<file path="src/rtl/mem_arbiter.sv">
// mem_arbiter: shares one RAM port between the icache and the dcache.
// The dcache has priority. A grant is held until the RAM completes
// (ramwait low) or the granted requester withdraws.
//
// Optional build macro ARB_FAIRNESS_EN: after STARVE_MAX consecutive dcache
// grants made while iREN is pending, the icache is forced in.
//
// Ports:
//   CLK, RST              clock, synchronous active-high reset
//   iREN, iaddr           icache read request and word address
//   iload, iwait          icache read data (passthrough) and stall
//   dREN, dWEN            dcache read / write requests
//   daddr, dstore         dcache address and write data
//   dload, dwait          dcache read data (passthrough) and stall
//   ramREN, ramWEN        RAM read / write enables
//   ramaddr, ramstore     RAM address and write data
//   ramload, ramwait      RAM read data and busy flag
module mem_arbiter #(
  parameter int unsigned STARVE_MAX = 4
) (
  input  logic        CLK,
  input  logic        RST,
  input  logic        iREN,
  input  logic [31:0] iaddr,
  output logic [31:0] iload,
  output logic        iwait,
  input  logic        dREN,
  input  logic        dWEN,
  input  logic [31:0] daddr,
  input  logic [31:0] dstore,
  output logic [31:0] dload,
  output logic        dwait,
  output logic        ramREN,
  output logic        ramWEN,
  output logic [31:0] ramaddr,
  output logic [31:0] ramstore,
  input  logic [31:0] ramload,
  input  logic        ramwait
);

  typedef enum logic [1:0] {
    IDLE = 2'd0,
    IGNT = 2'd1,
    DGNT = 2'd2
  } state_t;

  state_t state, state_nxt;
  logic   force_i;

  // Read data goes straight to both caches; only the granted one samples it.
  assign iload = ramload;
  assign dload = ramload;

`ifdef ARB_FAIRNESS_EN
  localparam int unsigned CNT_W = $clog2(STARVE_MAX + 1);

  logic [CNT_W-1:0] starve_cnt, starve_cnt_nxt;

  assign force_i = (starve_cnt == CNT_W'(STARVE_MAX)) & iREN;

  // Count dcache wins taken while the icache is waiting.
  always_comb begin
    starve_cnt_nxt = starve_cnt;
    if (state == IDLE) begin
      if ((state_nxt == DGNT) && iREN) begin
        starve_cnt_nxt = starve_cnt + CNT_W'(1);
      end else if ((state_nxt == IGNT) || !iREN) begin
        starve_cnt_nxt = '0;
      end
    end
  end

  always_ff @(posedge CLK) begin
    if (RST) begin
      starve_cnt <= '0;
    end else begin
      starve_cnt <= starve_cnt_nxt;
    end
  end
`else
  assign force_i = 1'b0;

  // Parameter is only meaningful with the fairness counter built in.
  wire unused_starve_max = (STARVE_MAX == 0);
`endif

  // State register.
  always_ff @(posedge CLK) begin
    if (RST) begin
      state <= IDLE;
    end else begin
      state <= state_nxt;
    end
  end

  // Next state and RAM/stall outputs; enables are gated by the live request
  // so a withdrawal drops them in the same cycle.
  always_comb begin
    state_nxt = state;
    ramREN    = 1'b0;
    ramWEN    = 1'b0;
    ramaddr   = 32'd0;
    ramstore  = 32'd0;
    iwait     = 1'b1;
    dwait     = 1'b1;
    case (state)
      IDLE: begin
        if ((dREN | dWEN) & !force_i) begin
          state_nxt = DGNT;
        end else if (iREN) begin
          state_nxt = IGNT;
        end
      end
      IGNT: begin
        ramaddr = iaddr;
        ramREN  = iREN;
        iwait   = ramwait;
        if (!ramwait || !iREN) begin
          state_nxt = IDLE;
        end
      end
      DGNT: begin
        ramaddr  = daddr;
        ramstore = dstore;
        if (dWEN) begin
          ramWEN = 1'b1;
        end else begin
          ramREN = dREN;
        end
        dwait = ramwait;
        if (!ramwait || !(dREN | dWEN)) begin
          state_nxt = IDLE;
        end
      end
      default: begin
        state_nxt = IDLE;
      end
    endcase
  end

endmodule

</file>
<file path="config.mk">
export PLATFORM = sky130hd
export DESIGN_NAME = mem_arbiter
export DESIGN_NICKNAME = d
export VERILOG_FILES = /design/src/rtl/mem_arbiter.sv
export SDC_FILE = /design/constraint.sdc
export NUM_CORES = 1
export LEC_CHECK = 0
export BUFFER_PORTS_ARGS = -buffer_cell sky130_fd_sc_hd__buf_2
export CORE_AREA = 4 4 101 103
export CTS_CLUSTER_DIAMETER = 30
export DETAILED_ROUTE_END_ITERATION = 16
export DIE_AREA = 0 0 105 107
export GPL_TIMING_DRIVEN = 0
export HOLD_SLACK_MARGIN = 0.1
export RECOVER_POWER = 100
export REMOVE_ABC_BUFFERS = 1
export SLEW_MARGIN = 5
export SYNTH_ARGS = -nofsm -noshare
export SYNTH_HDL_FRONTEND = slang
export SYNTH_SLANG_ARGS = --single-unit
export TNS_END_PERCENT = 100
</file>
<file path="constraint.sdc">
create_clock -name CLK -period 1.3 [get_ports CLK]
set_input_delay 0.13 -clock CLK [delete_from_list [all_inputs] [get_ports CLK]]
set_output_delay 0.13 -clock CLK [all_outputs]
set_load 0.02 [all_outputs]
</file>
==> results.yml <==
placement:
  dp_hpwl_um: 9120
  globalplace.congestion: 0.779
  io_buffers: 169
  placed_area_mm2: 0.00186
setup_path:
  critPathMostFrequentCell: "buf_4"
  reg2reg_from: "state[0]"
  r2r_setup_slack_ns: -0.22
  cp-start-kind: "register"
  cp_slowest_cell: "dfxtp_2"
  critPathMaxFanout: 12
  crit_path_end_kind: "output pin"
  crit_type: "register to output pin"
  reg2reg_depth: 7
  r2r_end: "state[1]"
  cp-startpoint: "state[0]"
  slowest_delay_ns: 0.32
  cp_data_arrival_time_ns: 1.42
  path_cells: "buf_4, ha_4, buf_12, a22oi_2, nor2b_1, buf_4"
  crit_required_ns: 1.17
  critPathCapture: "ramaddr[12]"
sta:
  drv_slew: 0
  skew_ns: 0.000801
  rsz0062_at_grt: "true"
  timing.final.hold_violations: 0
  setup_slack_ns: -0.252
  finalSetupViolCount: 70
  worst_pin_slew_ns: 0.263
  max_freq_mhz: 644
  holdWs_ns: 0.132
  period_share: 1.19
  min_period_ns: 1.55
  slew_headroom: 0.824
floorplanning:
  initial_utilization: 0.151
  die_h_um: 107
  fp.dieArea_mm2: 0.0112
  die_width_um: 105
  core_area_mm2: 0.00920
  pin_count: 266
  rows: 35
finish:
  drive_gt1_frac: 0.811
  largest_register_ffs: 2
  top_regs: "state x2"
  syn_to_final_growth_pct: 97.2
  layout.nets: 451
  fin_area_mm2: 0.00273
  antennaDiodeCount: 0
  largest_register: "state"
power_and_ir_drop:
  p_per_area_mw_per_mm2: 829
  power.static_leakage_nw: 1.30
  peakVddDrop_mv: 1.22
cts:
  cts_htree_levels: 1
  cts_tree: "done"
  clk_pin_slew_worst_paths_ns: 0.03
  cts_root_buf: "clkbuf_8"
  cts_buffers: 3
  clock_sinks: 2
  cts_max_path_buffers: 2
  clk_latency_ns: 0.21
drt:
  drt-initial-drc-count: 108
  ant_nets: 0
  vias_per_cell: 4.57
  post_drt_wl_per_cell_um: 27.9
  wirelength_um: 11800
  dr_total_vias: 1933
  drtPass1Iterations: 4
  drc: 0
synthesis:
  synth_warnings: 0
  synth.largest_area_cell: "buf_4"
  ys.flop_type: "dfxtp_1"
  synth-seq-area-share: 0.0289
  async_flop_share: 0
  ys_top_cells_by_area: "buf_4, a22oi_1, and2_1, nor2b_1, dfxtp_1"
  synth.top_cell.area_share: 0.352
  synth_edf_count: 0
  synth_cells: 200
  netlist_area_mm2: 0.00139
  synth-seq-cells: 2
  syn_avg_cell_area_um2: 6.93
  synth.distinct_cells: 18
  yosysMostFrequentCell: "buf_4"
  synth_common_cells: "buf_4, and2_1, a22oi_1, nor2b_1, clkbuf_1"
worst_hold_path:
  hold_class: "input pin to register"
  hold_depth: 2
global_route:
  gr-max-usage-layer: "met2"
  overflow: 0
  track_usage: 0.192
  grt.met2_usage: 0.321
  use_met1: 0.191
  antenna_found_initial: 0
  grt_pass1_wl_um: 15500
  grt_max_degree: 18
  grt_use_met3: 0.158
  grt_pass1_vias: 2005
status:
  status: "finished with violations"
  violations: "setup timing"
flow_run:
  drv_cap: 0
layout make-up:
cell class	count	area [um^2]
Timing Repair Buffer	187	1460
Sequential cell	2	45.0
Clock buffer	3	41.3
Tap cell	111	139
Fill cell	978	6460
Inverter	3	16.3
Multi-Input combinational cell	117	1030
power breakdown:
group	switching, mW	internal (mW)	leakage (nW)	total [mW]
registers	0.0128	0.0727	0.0175	0.0856
logic	0.900	1.04	1.26	1.94
clock network	0.0452	0.195	0.0216	0.241
total	0.958	1.31	1.30	2.26
worst max-delay path: cells and delay by family (launching register included):
kind | cells | cell delay (ns)
flip-flops | 1 | 0.32
buffers and inverters | 3 | 0.45
AO/OA/AOI/OAI | 1 | 0.18
adder cells (fa/ha/maj) | 1 | 0.18
AND/OR/NAND/NOR | 1 | 0.08
cell usage in the layout (no fill, tap or decap), types with 3 or more instances in the layout:
| cell | synthesis | routed |
|---|---|---|
| nor2b_2 | 0 | 3 |
| buf_2 | 5 | 111 |
| a22oi_2 | 0 | 22 |
| clkbuf_8 | 0 | 3 |
| buf_8 | 0 | 3 |
| nor2b_1 | 32 | 27 |
| and2_1 | 35 | 10 |
| buf_6 | 0 | 41 |
| nand3_1 | 3 | 3 |
| buf_16 | 0 | 3 |
| buf_4 | 65 | 23 |
| ha_4 | 0 | 3 |
| and2_4 | 0 | 25 |
| buf_12 | 0 | 4 |
| a22oi_1 | 32 | 10 |
stage by stage:
stage	total power, mW	cells	setup TNS [ns]	util	setup slack, ns
detailed placement	1.26	403	-43.82	0.202	-1.05
global placement	1.21	402	-90.62	0.199	-1.59
finish	2.26	423	-14.15	0.297	-0.252
global route	2.41	423	-17.86	0.297	-0.319
floorplan	0.742	122	-50.03	-	-0.952
CTS	2.08	422	-14.17	0.274	-0.257
layer usage:
metal  share of wire  routed length [um]
met1            0.33                3910
met2            0.48                5660
met3            0.18                2140
met4          0.0020                  24
met5          0.0062                  73
logic make-up after synthesis:
kind of cell,count (synthesis),synth area share
compound gates,36,0.201
fa+ha+maj,3,0.0271
simple gates,78,0.343
flops,2,0.0289
buf+inv,81,0.400
worst min path at each step:
stage / start / endpoint / slack (ns)
after CTS: RST / state[0] / 0.12
final: RST / state[0] / 0.13
after global placement: ramload[16] / dload[16] / 0.26
after floorplan: RST / state[0] / 0.20
after global routing: RST / state[0] / 0.14
after detailed placement: ramload[16] / dload[16] / 0.26
what timing repair did:
item                                    4_1_cts  5_1_grt
endpoints found under the setup margin       70       70
buffers inserted                             13        0
gates cloned                                  3        1
hold buffers                                  0        0
pin swaps                                     5       11
gates resized for setup                     127       54
No activity file was read; power rests on OpenSTA's default activity.
